$ cat config.mk
export PLATFORM = sky130hd
export DESIGN_NAME = process_pc_unit
export DESIGN_NICKNAME = d
export VERILOG_FILES = /design/src/rtl/process_pc_unit_pkg.sv /design/src/rtl/process_pc_unit_rr_pick.sv /design/src/rtl/process_pc_unit.sv
export SDC_FILE = /design/constraint.sdc
export NUM_CORES = 1
export LEC_CHECK = 0
export CELL_PAD_IN_SITES_DETAIL_PLACEMENT = 1
export CELL_PAD_IN_SITES_GLOBAL_PLACEMENT = 1
export CORE_MARGIN = 2
export CORE_UTILIZATION = 47
export CTS_CLUSTER_SIZE = 40
export DETAILED_ROUTE_END_ITERATION = 16
export GPL_ROUTABILITY_DRIVEN = 0
export PLACE_DENSITY = 0.87
export SLEW_MARGIN = 20
export SYNTH_ARGS = -nofsm -noshare
export SYNTH_HDL_FRONTEND = slang
export SYNTH_SLANG_ARGS = --single-unit
export TNS_END_PERCENT = 50
$ cat constraint.sdc
create_clock -name Clock -period 9.1 [get_ports Clock]
set_input_delay 1.365 -clock Clock [delete_from_list [all_inputs] [get_ports Clock]]
set_output_delay 1.365 -clock Clock [all_outputs]
set_load 0.02 [all_outputs]
$ cat src/rtl/process_pc_unit_pkg.sv
// Shared definitions for the multi-process program-counter unit.
// Holds the scheduler state encoding, the default slot count and its PID width,
// and the quantum loaded after reset.
package process_pc_unit_pkg;

    localparam int PC_NPROC           = 4;
    localparam int PC_PID_W           = $clog2(PC_NPROC);
    localparam int PC_DEFAULT_QUANTUM = 100;

    typedef enum logic [1:0] {
        ST_IDLE   = 2'd0,
        ST_RUN    = 2'd1,
        ST_SWITCH = 2'd2
    } pc_state_t;

endpackage

$ cat src/rtl/process_pc_unit_rr_pick.sv
// Round-robin next-valid finder for the process scheduler.
// The search starts at cur_pid+1, wraps around, and checks cur_pid itself last.
// found is low when no slot is valid. next_pid then echoes cur_pid.
module rr_pick #(
    parameter int NPROC = 4,
    parameter int PID_W = $clog2(NPROC)
)(
    input  logic [NPROC-1:0] valid,
    input  logic [PID_W-1:0] cur_pid,
    output logic [PID_W-1:0] next_pid,
    output logic             found
);

    // Walk the slots in round-robin order and keep the first valid one.
    always_comb begin
        logic [PID_W-1:0] idx;
        found    = 1'b0;
        next_pid = cur_pid;
        idx      = cur_pid;
        for (int i = 1; i <= NPROC; i++) begin
            idx = cur_pid + PID_W'(i);
            if (!found && valid[idx]) begin
                found    = 1'b1;
                next_pid = idx;
            end
        end
    end

endmodule

$ cat src/rtl/process_pc_unit.sv
// Multi-process program counter.
// Keeps one saved PC per process slot and drives the fetch address of the
// process that is currently dispatched. A process switch takes one bubble cycle,
// and the Switching output is high during that cycle.
// Optional feature macro: PC_UNIT_PREEMPT_EN. It enables the quantum counter and
// timer preemption. Without it, the unit switches only on Yield or Kill.
module process_pc_unit
    import process_pc_unit_pkg::*;
#(
    parameter int ADDR_W          = 32,
    parameter int NPROC           = PC_NPROC,
    parameter int QUANTUM_W       = 16,
    parameter int DEFAULT_QUANTUM = PC_DEFAULT_QUANTUM
)(
    input  logic                     Clock,
    input  logic                     Reset,
    input  logic [ADDR_W-1:0]        NextPC,
    input  logic                     Halt,
    input  logic                     Yield,
    input  logic                     Kill,
    input  logic                     LoadSlot,
    input  logic [$clog2(NPROC)-1:0] PIDIn,
    input  logic [ADDR_W-1:0]        AddrIn,
    input  logic                     SetQuantum,
    input  logic [QUANTUM_W-1:0]     QuantumIn,
    output logic [ADDR_W-1:0]        PC,
    output logic [$clog2(NPROC)-1:0] PID,
    output logic                     Switching,
    output logic                     Idle
);

    localparam int PID_W = $clog2(NPROC);

    pc_state_t         state_q;
    pc_state_t         state_d;
    logic [ADDR_W-1:0] pc_q;
    logic [PID_W-1:0]  pid_q;
    logic [NPROC-1:0]  valid_q;
    logic [ADDR_W-1:0] slot_q [NPROC];

    logic [PID_W-1:0]  pick_pid;
    logic              pick_found;
    logic              expiry;
    logic              run_kill;
    logic              run_save;
    logic              run_adv;
    logic              dispatch;

    rr_pick #(
        .NPROC (NPROC),
        .PID_W (PID_W)
    ) u_rr_pick (
        .valid    (valid_q),
        .cur_pid  (pid_q),
        .next_pid (pick_pid),
        .found    (pick_found)
    );

`ifdef PC_UNIT_PREEMPT_EN
    logic [QUANTUM_W-1:0] quantum_q;
    logic [QUANTUM_W-1:0] counter_q;

    assign expiry = (counter_q == QUANTUM_W'(1)) && !Halt;

    // Latch a new quantum. Zero saturates to one so that a process always gets at least one cycle.
    always_ff @(posedge Clock) begin
        if (Reset)
            quantum_q <= QUANTUM_W'(DEFAULT_QUANTUM);
        else if (SetQuantum)
            quantum_q <= (QuantumIn == '0) ? QUANTUM_W'(1) : QuantumIn;
    end

    // Reload the counter on dispatch and count down only on cycles that actually execute.
    always_ff @(posedge Clock) begin
        if (Reset)
            counter_q <= QUANTUM_W'(DEFAULT_QUANTUM);
        else if (dispatch)
            counter_q <= quantum_q;
        else if (run_adv)
            counter_q <= counter_q - QUANTUM_W'(1);
    end
`else
    logic unused_quantum;

    assign expiry         = 1'b0;
    assign unused_quantum = ^{SetQuantum, QuantumIn};
`endif

    assign run_kill = (state_q == ST_RUN) && Kill;
    assign run_save = (state_q == ST_RUN) && !Kill && (Yield || expiry);
    assign run_adv  = (state_q == ST_RUN) && !Kill && !Yield && !expiry && !Halt;
    assign dispatch = (state_q == ST_SWITCH) && pick_found;

    // Scheduler state register.
    always_ff @(posedge Clock) begin
        if (Reset)
            state_q <= ST_IDLE;
        else
            state_q <= state_d;
    end

    // Next-state logic: wake on any valid slot, leave RUN on kill/yield/expiry, and pick or idle in SWITCH.
    always_comb begin
        state_d = state_q;
        case (state_q)
            ST_IDLE:   if (|valid_q) state_d = ST_SWITCH;
            ST_RUN:    if (run_kill || run_save) state_d = ST_SWITCH;
            ST_SWITCH: state_d = pick_found ? ST_RUN : ST_IDLE;
            default:   state_d = ST_IDLE;
        endcase
    end

    // Status outputs decoded from the current state.
    always_comb begin
        Switching = (state_q == ST_SWITCH);
        Idle      = (state_q == ST_IDLE);
    end

    // Live PC and PID: load both on dispatch, and advance the PC only on an executed cycle.
    always_ff @(posedge Clock) begin
        if (Reset) begin
            pc_q  <= '0;
            pid_q <= '0;
        end else if (dispatch) begin
            pc_q  <= slot_q[pick_pid];
            pid_q <= pick_pid;
        end else if (run_adv) begin
            pc_q <= NextPC;
        end
    end

    // Slot array and valid bits. LoadSlot comes last, so it overrides a same-cycle save or kill.
    always_ff @(posedge Clock) begin
        if (Reset) begin
            valid_q <= '0;
            for (int i = 0; i < NPROC; i++)
                slot_q[i] <= '0;
        end else begin
            if (run_kill)
                valid_q[pid_q] <= 1'b0;
            if (run_save)
                slot_q[pid_q] <= NextPC;
            if (LoadSlot) begin
                slot_q[PIDIn]  <= AddrIn;
                valid_q[PIDIn] <= 1'b1;
            end
        end
    end

    assign PC  = pc_q;
    assign PID = pid_q;

endmodule

Word level (Yosys, flattened, before mapping) --
Memories as Yosys holds them, arrays and structs flattened. Cells that the tools add are included.
Cells by class: add/subtract/negate cells 3, $mul 0, div/mod/pow operators 0, order comparisons 7, eq/ne operators 4, shift-type cells 0, mux-type cells 43, bitwise logic cells 3, reduce and logical (&&, ||, !) cells 24
Operators with widths (number):
- two-way mux 32 bit | 4
- OR reduction 32 bit | 2
- two-way mux 1 bit | 21
- two-way mux 2 bit | 8
- less-than comparator 2 x 3 -> 1 bit (second input constant) | 5
- two-way mux 4 bit | 3
- logical AND 1 bit | 11
- binary-select mux 1 bit (select 2 bit) | 4
- logical NOT 1 bit | 6
- case mux 2 bit (3 select lines) | 1
- adder 2 bit (second input constant) | 2
- bitwise AND 4 bit | 1
- demux 1 bit (select 2 bit) | 2
- greater-or-equal comparator 2 x 1 -> 1 bit (second input constant) | 2
- != test 2 x 1 -> 1 bit (second input constant) | 2
- NOT 4 bit | 1
- OR 4 bit | 1
- OR reduction 4 bit | 1
- adder 2 x 1 -> 2 bit (second input constant) | 1
- == test 2 x 1 -> 1 bit (second input constant) | 1
- == test 2 bit (second input constant) | 1
- logical NOT 2 bit | 1
- AND reduction 2 bit | 1
- nonzero test 2 bit | 1
- logical OR 1 bit | 1
Storage, ports and cells: register bits after elaboration 40, bits in latches 0, RAM bits 128, bits in read-only memories 0, input port bits 89, output and inout bits 36, logic and storage cells 89, memories kept 1
Memory list:
- slot_q | depth 4, bits a word 32, read ports 1, clocked after Yosys merged registers in 0, write ports 4, RTL line process_pc_unit.sv:39 | logic [ADDR_W-1:0] slot_q [NPROC];

Longest topological paths before layout --
Gate-level depths: netlist of the first run.
depth in word-level cells 15, mapped depth 14

Cells and area by module --
Synthesis of the first run repeated with hierarchy kept, for this count alone.
Unflattened totals: cells, all modules 647, area total of the unflattened synthesis 8055.2 um^2
Modules (own cells, without submodules):
- process_pc_unit | times used 1, cells an instance 633, area an instance 7972.6 um^2, sequential area each 4644.5 um^2
- rr_pick | times used 1, cells an instance 14, area an instance 82.6 um^2, sequential area each 0.0 um^2

Worst setup path before layout of the first run --
Ideal clock, no wire load.
kind in2reg, from input port Reset, to memory slot_q[0][0], enable pin, setup time 0.396 ns, arrival 3.310 ns, slack 5.394 ns, cell stages on the path 4, cell sequence clkbuf_1 > nor2b_1 > nor3b_1 > a311o_1
RTL lines:
- start, declared | RTL line process_pc_unit.sv:16 | input logic Reset,
- end, declared | RTL line process_pc_unit.sv:39

==> results.sh, run 1 <==
export IMPL_status="complete, no violations"
export IMPL_synth_top_area_share_pct=43.2
export IMPL_ys_ff_latch=168
export IMPL_die_w_um=142
export IMPL_met2_usage_pct=52.6
export IMPL_finish_instance_area_sq_mm=0.0106
export IMPL_ctsRootBufferMaster="clkbuf_16"
export IMPL_avgSynthCellArea_sq_um=10.6
export IMPL_nNetsFinal=997
export IMPL_antenna_cells=0
export IMPL_fillers=1985
export IMPL_fp_dieArea_sq_mm=0.0200
export IMPL_drive_gt1_share_pct=11.5
export IMPL_hp_class="flip-flop to flip-flop"
export IMPL_std_cell_rows=50
export IMPL_dpl_cell_area_sq_mm=0.0100
export IMPL_vias=7684
export IMPL_cts_buffer_depth=2
export IMPL_tns_ns=0
export IMPL_cp_slowest_cell="inv_2"
export IMPL_ioPinCount=125
export IMPL_worstSetupPathType="input pin to flip-flop"
export IMPL_cp_end_kind="flip-flop"
export IMPL_io_buffers=107
export IMPL_max_freq_ghz=0.205
export IMPL_slew_headroom_pct=30.1
export IMPL_yosys_warnings=0
export IMPL_met3_usage_pct=4.66
export IMPL_critPathMaxStageDelay_ns=0.88
export IMPL_synth_top_area_cell="edfxtp_1"
export IMPL_p_leak_nw=3.87
export IMPL_drt_antenna_violating_nets=0
export IMPL_wirelength_mm=29.5
export IMPL_dp_hpwl_mm=16.5
export IMPL_drt_iter0_drc=817
export IMPL_gr_usage_met1_pct=35.4
export IMPL_cap_violations=0
export IMPL_busiest_layer="met2"
export IMPL_coreArea_sq_mm=0.0186
export IMPL_wl_per_cell_um=25.6
export IMPL_peakVddDrop_mv=0.128
export IMPL_cts_buffers=17
export IMPL_via_per_inst=6.68
export IMPL_synth_area_leaders="edfxtp_1, a22o_1, dfxtp_1"
export IMPL_grt_max_degree=80
export IMPL_drc=0
export IMPL_synth_area_sq_mm=0.00890
export IMPL_hold_violations=0
export IMPL_cp_max_fo=40
export IMPL_clk_latency_ns=0.43
export IMPL_setup_viol=0
export IMPL_cts_setup_buffers=0
export IMPL_skew_ns=0.00714
export IMPL_initial_core_util_pct=47.7
export IMPL_grt_usage_pct=29.5
export IMPL_worstMarginPinSlew_ns=1.05
export IMPL_crit_required_ns=9.40
export IMPL_slew_violations=0
export IMPL_ys_seq_area_share_pct=52.2
export IMPL_grt_overflow_total=0
export IMPL_syn_inst=840
export IMPL_die_y_um=142
export IMPL_postCtsResizedCells=0
export IMPL_grt_pass1_wl_mm=44.9
export IMPL_cts_hold_buf=0
export IMPL_cts_sinks=168
export IMPL_critPathLaunchType="input pin"
export IMPL_yosysUniqueCellTypes=44
export IMPL_path_cells="clkdlybuf4s50_1 -> inv_2 -> nand2_2 -> nor4_4 -> buf_4 -> a22o_1"
export IMPL_rsz0062_at_grt="false"
export IMPL_antenna_found_initial=0
export IMPL_dr_pass1_iters=5
export IMPL_grt_pass1_vias=8138
export IMPL_powerDensity_mw_per_mm2=178
export IMPL_htree_levels=4
export IMPL_synth_nets=933
export IMPL_path_clk_slew_ns=0.07
export IMPL_tritoncts="yes"
export IMPL_finalCritPeriodShare_pct=53.7
export IMPL_worstPathArrival_ns=5.18
export IMPL_synthToLayoutAreaGrowth_pct=19.4
export IMPL_period_needed_ns=4.89
[flip-flops by register name, summed over array words and instances, names as in the netlist]
name and flops:
PC 32, PID 2, slot_q 128, state_q 2
valid_q 4
[power by group]
part	total, mW	internal, mW	switching (mW)
registers	0.893	0.869	0.0243
logic	0.293	0.113	0.180
clock network	0.709	0.383	0.326
[final timing paths]
path / from / depth (start not counted) / slack [ns] / endpoint
hold / removal: state_q[1] / 1 / 0.51 / state_q[1]
hold reg to reg: state_q[1] / 1 / 0.51 / state_q[1]
setup / recovery: Reset / 6 / 4.21 / slot_q[1][24]
setup reg to reg: PID[1] / 10 / 4.74 / PC[13]
[cell usage after synthesis, drive strengths merged]
cell,n
nand2,197
dfxtp,40
xnor2,1
nand3b,2
a221oi,1
and2,1
inv,5
ha,4
o221ai,31
a31o,4
a2111oi,2
mux2,2
nor3,1
o311ai,1
nor4,34
nand2b,2
o21a,1
and3b,1
a311o,2
mux2i,36
nor2,7
edfxtp,128
nor3b,4
mux4,2
o21ai,36
clkbuf,56
a211oi,30
nor2b,6
or3,1
o41a,1
a22o,96
a21oi,68
and3,1
buf,27
nand3,5
or4,2
a211o,1
o211ai,1
[per-layer routing]
layer  vias up  part of all wire (%)
li1       3335                     -
met5         -                     0
met4         0                   2.8
met3        61                   6.7
met1      3935                    40
met2       353                    51
[placed cells by master, fill, tap and decap left out, types with 3 or more instances in the layout]
cell type / n
a211oi_2: 30
nor2_1: 6
a21oi_1: 68
clkinv_4: 5
edfxtp_1: 128
nor4_1: 31
o21ai_0: 36
inv_1: 3
nor4_4: 3
a22o_1: 96
clkbuf_16: 17
inv_6: 5
nand2_1: 196
a31o_2: 4
mux2i_1: 36
dfxtp_1: 39
clkdlybuf4s50_1: 107
ha_1: 4
nor3b_1: 3
buf_4: 20
nand3_1: 5
nor2b_1: 5
o221ai_1: 31
[kinds of logic (layout without fill, tap and decap cells)]
logic type	count (synthesis)	after routing	synth area share (%)
and+or+nand+nor	264	264	13.3
adders and majority gates	4	4	0.563
xor gates and xnor gates	1	1	0.309
buffers and inverters	88	165	4.80
AOI/OAI and AO/OA	275	275	24.1
DFF	168	168	52.2
muxes	40	40	4.81
[layout make-up]
type,count,area (sq um),share of cell area (%)
sequential,168,4650,43.7
multi-input combinational,584,3860,36.4
timing repair buffer,128,1230,11.6
clock buffer,17,425,4.00
tap,234,293,2.76
clock inverter,15,143,1.34
inverter,5,18.8,0.177
[through the flow]
stage	power (mW)	util (%)	hold WS (ns)	cells	worst slack, ns
floorplan	1.07	-	0.443	840	5.39
global placement	1.18	53.9	0.474	1118	3.58
detailed placement	1.20	53.9	0.508	1118	3.42
CTS	1.89	56.9	0.513	1150	3.83
global route	1.95	57.0	0.533	1151	4.16
finish	1.89	57.0	0.514	1151	4.21
[critical path: cells and delay by family]
kind	cells	cell delay, ns
AND/OR/NAND/NOR	2	1.51
buffers and inverters	3	2.06
AO/OA/AOI/OAI	1	0.21
Note: power is estimated with default switching activity, not from simulation.
==> inputs of run 2 (changes only) <==
Settings changed: CORE_UTILIZATION 47 to 43, PLACE_DENSITY 0.87 to 0.81.
Clock period 9.1 ns to 4.6 ns, I/O delays scaled along.
==> run 2 against run 1 <==
Effect of this change:
- worst hold slack improved by 0.0014 ns
- largest power group unchanged
- via count increased by 0.31%
- wire length up 2.6%
- final area up 1.8%
- die area up 9.0%
- register-to-register slack lost 4.2 ns
- worst setup slack worse by 3.7 ns
- count of clock-buffer cells in the layout did not move
- non-clock buffer count up 11
- highest routed layer unchanged
- sequential power rose by 98%
- first-iteration DRC count fell by 9.5%
==> results.sh, run 2 (synthesis results as in run 1) <==
export IMPL_hp_class="flip-flop to flip-flop"
export IMPL_cp_max_fo=19
export IMPL_cap_violations=0
export IMPL_nNetsFinal=1008
export IMPL_synthToLayoutAreaGrowth_pct=21.6
export IMPL_cts_buffer_depth=2
export IMPL_fp_dieArea_sq_mm=0.0219
export IMPL_critPathMaxStageDelay_ns=0.75
export IMPL_cp_end_kind="flip-flop"
export IMPL_critPathLaunchType="flip-flop"
export IMPL_worstMarginPinSlew_ns=0.902
export IMPL_gr_usage_met1_pct=34.4
export IMPL_cp_slowest_cell="nor2b_4"
export IMPL_slew_headroom_pct=39.7
export IMPL_path_clk_slew_ns=0.07
export IMPL_initial_core_util_pct=43.8
export IMPL_drt_antenna_violating_nets=0
export IMPL_htree_levels=4
export IMPL_std_cell_rows=52
export IMPL_period_needed_ns=4.05
export IMPL_io_buffers=107
export IMPL_cts_buffers=17
export IMPL_coreArea_sq_mm=0.0203
export IMPL_rsz0062_at_grt="false"
export IMPL_final_common_cell="nand2_1"
export IMPL_path_cells="inv_1 -> ha_1 -> mux4_2 -> nand2b_4 -> a2111oi_1 -> o41a_1 -> nor2b_4 -> buf_4 -> a211oi_2"
export IMPL_vias=7708
export IMPL_die_y_um=148
export IMPL_status="complete, no violations"
export IMPL_hold_violations=0
export IMPL_ioPinCount=125
export IMPL_p_leak_nw=3.95
export IMPL_setup_viol=0
export IMPL_fillers=2209
export IMPL_grt_max_degree=69
export IMPL_antenna_found_initial=0
export IMPL_tritoncts="yes"
export IMPL_crit_required_ns=4.91
export IMPL_clk_latency_ns=0.44
export IMPL_met2_usage_pct=49.7
export IMPL_drc=0
export IMPL_regMostFlops="slot_q"
export IMPL_ctsRootBufferMaster="clkbuf_16"
export IMPL_dp_slack_ns=0.602
export IMPL_dp_cells=1166
export IMPL_final_cell_mix="nand2_1, edfxtp_1, clkdlybuf4s50_1, a22o_1, a21oi_1"
export IMPL_fin_cells=1198
export IMPL_antenna_cells=0
export IMPL_grt_pass1_wl_mm=46.8
export IMPL_worstSetupPathType="flip-flop to flip-flop"
export IMPL_max_freq_ghz=0.247
export IMPL_dr_pass1_iters=5
export IMPL_skew_ns=0.00928
export IMPL_drive_gt1_share_pct=12.4
export IMPL_tns_ns=0
export IMPL_grt_overflow_total=0
export IMPL_peakVddDrop_mv=0.292
export IMPL_via_per_inst=6.43
export IMPL_powerDensity_mw_per_mm2=357
export IMPL_grt_pass1_vias=8266
export IMPL_drt_iter0_drc=739
export IMPL_cts_hold_buf=0
export IMPL_cts_setup_buffers=0
export IMPL_met3_usage_pct=4.41
export IMPL_die_w_um=148
export IMPL_dp_hpwl_mm=18.2
export IMPL_finalCritPeriodShare_pct=88.0
export IMPL_fin_ws_ns=0.550
export IMPL_wirelength_mm=30.2
export IMPL_largest_register_ffs=128
export IMPL_cts_sinks=168
export IMPL_grt_usage_pct=28.2
export IMPL_slew_violations=0
export IMPL_postCtsResizedCells=0
export IMPL_worstPathArrival_ns=4.36
export IMPL_wl_per_cell_um=25.2
export IMPL_busiest_layer="met2"
## run 2: cell count changes in the layout (fill, tap and decap cells not counted), moves of 2 or more
cell / delta
buf_4: +9
buf_12: +3
clkinv_4: -3
clkinv_2: -2
clkinvlp_4: +2
inv_8: +2
## run 2: where the power goes
group	internal [mW]	switching, mW	total, mW	leakage, nW
sequential	1.72	0.0499	1.77	1.67
combinational	0.231	0.361	0.592	1.98
clock	0.823	0.676	1.50	0.292
total	2.77	1.09	3.86	3.95
## run 2: cell type report
| class | instances | area (sq um) | area share [%] |
|---|---|---|---|
| multi-input cells | 584 | 3860 | 35.7 |
| inverters | 5 | 18.8 | 0.173 |
| well taps | 270 | 338 | 3.12 |
| clock buffers | 17 | 425 | 3.93 |
| clock inverters | 15 | 179 | 1.65 |
| flip-flops and latches | 168 | 4650 | 42.9 |
| repair buffers | 139 | 1350 | 12.5 |
## run 2: final timing paths
kind         startpoint          to  slack, ns  cells past startpoint
min          state_q[1]  state_q[1]       0.51                      1
max              PID[1]      PC[13]       0.55                      9
min reg2reg  state_q[1]  state_q[1]       0.51                      1
max reg2reg      PID[1]      PC[13]       0.55                      9
## run 2: critical path, delay by kind of cell, from the launching register on
kind	cells	cell delay (ns)
AND/OR/NAND/NOR	2	0.81
adder cells (fa/ha/maj)	1	0.44
flip-flops	1	0.72
multiplexers	1	0.40
buffers and inverters	2	0.71
AO/OA/AOI/OAI	3	0.80
## run 2: per-layer routing
metal,vias up,part of all wire [%],routed length [um]
li1,3361,-,-
met1,3917,39,11900
met2,351,51,15300
met3,79,7.0,2110
met4,0,3.0,913
met5,-,0,0
## run 2: through the flow
step	hold slack [ns]	cell area, sq um	util, %	power [mW]
6_report	0.515	10800	53.3	3.86
5_1_grt	0.532	10800	53.3	3.97
4_1_cts	0.507	10800	53.3	3.86
3_5_place_dp	0.496	10200	50.3	2.38
3_3_place_gp	0.476	10200	50.3	2.36
2_1_floorplan	0.443	8900	-	2.11
==> inputs of run 3 (changes only) <==
Settings changed: ABC_CLOCK_PERIOD_IN_PS from default to 4600, CORE_UTILIZATION 43 to 40, PLACE_DENSITY 0.81 to 0.76.
==> run 3 against run 2 <==
Effect of this change:
- total power rose by 1.7%
- clock power rose by 3%
- wire length rose by 1.3%
- count of clock-buffer cells in the layout rose by 4
- core utilization fell by 3.2 points
- worst setup slack improved by 0.35 ns
- die area rose by 7.3%
- first-iteration DRC count fell by 7.6%
- critical path type unchanged
- largest cell class unchanged
==> results.sh, run 3 (synthesis results as in run 1) <==
export IMPL_status="complete, no violations"
export IMPL_fillers=2325
export IMPL_io_buffers=107
export IMPL_p_comb_share_pct=15.5
export IMPL_grt_overflow_total=0
export IMPL_period_needed_ns=3.70
export IMPL_drc=0
export IMPL_skew_ns=0.0101
export IMPL_rsz0062_at_grt="false"
export IMPL_postCtsResizedCells=0
export IMPL_cts_buffer_depth=2
export IMPL_setup_viol=0
export IMPL_crit_required_ns=4.91
export IMPL_slew_violations=0
export IMPL_dp_hpwl_mm=18.0
export IMPL_htree_levels=4
export IMPL_route_met3_wl_mm=1.94
export IMPL_hp_class="flip-flop to flip-flop"
export IMPL_seq_power_share_pct=45.0
export IMPL_fin_ws_ns=0.902
export IMPL_die_w_um=153
export IMPL_nNetsFinal=1009
export IMPL_m1WireLength_mm=12.8
export IMPL_wl_per_cell_um=25.3
export IMPL_final_cell_mix="nand2_1, edfxtp_1, clkdlybuf4s50_1, a22o_1, a21oi_1"
export IMPL_cts_buffers=17
export IMPL_worstMarginPinSlew_ns=1.02
export IMPL_dr_pass1_iters=5
export IMPL_grt_pass1_vias=7816
export IMPL_critPathLaunchType="flip-flop"
export IMPL_worstPathArrival_ns=4.00
export IMPL_critPathMaxStageDelay_ns=0.72
export IMPL_cp_max_fo=26
export IMPL_tritoncts="yes"
export IMPL_worstSetupPathType="flip-flop to flip-flop"
export IMPL_power_internal_mw=2.90
export IMPL_multi_input_area_sq_mm=0.00387
export IMPL_synthToLayoutAreaGrowth_pct=22.8
export IMPL_path_cells="inv_2 -> ha_1 -> mux4_2 -> nand2b_4 -> a2111oi_1 -> o41a_1 -> nor2b_4 -> buf_4 -> a211oi_2"
export IMPL_sw_frac_of_total_pct=26.2
export IMPL_cts_hold_buf=0
export IMPL_met2_length_mm=15.3
export IMPL_vias=7651
export IMPL_clk_latency_ns=0.43
export IMPL_tns_ns=0
export IMPL_via_per_inst=6.33
export IMPL_drt_antenna_violating_nets=0
export IMPL_wirelength_mm=30.6
export IMPL_ctsRootBufferMaster="clkbuf_16"
export IMPL_die_y_um=153
export IMPL_hold_violations=0
export IMPL_finalCritPeriodShare_pct=80.4
export IMPL_dp_slack_ns=0.956
export IMPL_routed_top_layer="met4"
export IMPL_cp_slowest_cell="dfxtp_2"
export IMPL_antenna_cells=0
export IMPL_slew_headroom_pct=31.7
export IMPL_std_cell_rows=54
export IMPL_largest_register_ffs=128
export IMPL_peakVddDrop_mv=0.197
export IMPL_grt_pass1_wl_mm=46.3
export IMPL_antenna_found_initial=0
export IMPL_cap_violations=0
export IMPL_p_total_mw=3.93
export IMPL_fp_dieArea_sq_mm=0.0235
export IMPL_p_leak_nw=3.99
export IMPL_max_freq_ghz=0.270
export IMPL_path_clk_slew_ns=0.07
export IMPL_drive_gt1_share_pct=12.2
export IMPL_clkPwrFrac_pct=39.5
export IMPL_power_switching_mw=1.03
export IMPL_cts_sinks=168
export IMPL_drt_iter0_drc=683
export IMPL_grt_usage_pct=25.9
export IMPL_regMostFlops="slot_q"
export IMPL_coreArea_sq_mm=0.0218
export IMPL_cts_setup_buffers=0
export IMPL_initial_core_util_pct=40.8
export IMPL_ioPinCount=125
export IMPL_cp_end_kind="flip-flop"
export IMPL_grt_max_degree=69
export IMPL_powerDensity_mw_per_mm2=359
export IMPL_final_common_cell="nand2_1"
export IMPL_seq_area_sq_mm=0.00465
## run 3: changes by cell type in the layout (fill, tap and decap cells not counted), moves of 2 or more
cell       previous run  this run
buf_12                3         6
buf_4                29        26
bufinv_16             2         4
clkbuf_1              0         2
clkbuf_8              0         2
inv_6                 6         1
inv_8                 3         0
## run 3: layout make-up
type	count	share of cell area [%]
inverters	5	0.172
well taps	280	3.21
clock buffers	21	4.21
repair buffers	140	12.9
clock inverters	11	1.57
flip-flops and latches	168	42.5
multi-input cells	584	35.4
## run 3: critical path, delay by kind of cell, from the launching register on
family	cells	cell delay (ns)
simple gates	2	0.75
buf+inv	2	0.53
mux	1	0.42
fa+ha+maj	1	0.42
compound gates	3	0.72
flops	1	0.72
## run 3: power groups by stage
stage	sequential, mW	combinational, mW	clock, mW
finish	1.77	0.607	1.55
detailed placement	1.80	0.590	0
CTS	1.77	0.596	1.56
global placement	1.79	0.577	0
floorplan	1.81	0.305	0
global route	1.77	0.644	1.63
## run 3: worst paths after layout
check             startpoint          to  slack (ns)  depth (start not counted)
setup / recovery      PID[0]      PC[30]        0.90                          9
setup reg to reg      PID[0]      PC[30]        0.90                          9
hold / removal    state_q[1]  state_q[1]        0.50                          1
hold reg to reg   state_q[1]  state_q[1]        0.50                          1
## run 3: metrics by stage
stage | area [sq um] | hold slack, ns | cells | util (%)
after CTS | 10900 | 0.498 | 1208 | 49.9
after global placement | 10300 | 0.478 | 1176 | 47.0
after detailed placement | 10300 | 0.484 | 1176 | 47.0
after global routing | 10900 | 0.518 | 1209 | 50.1
after floorplan | 8900 | 0.443 | 840 | -
final | 10900 | 0.498 | 1209 | 50.1
## run 3: layer usage
metal  vias to the layer above  GRT usage [%]
met5                         -              0
met1                      3895           33.8
met2                       338           44.3
li1                       3370              -
met4                         0           7.63
met3                        48           4.22
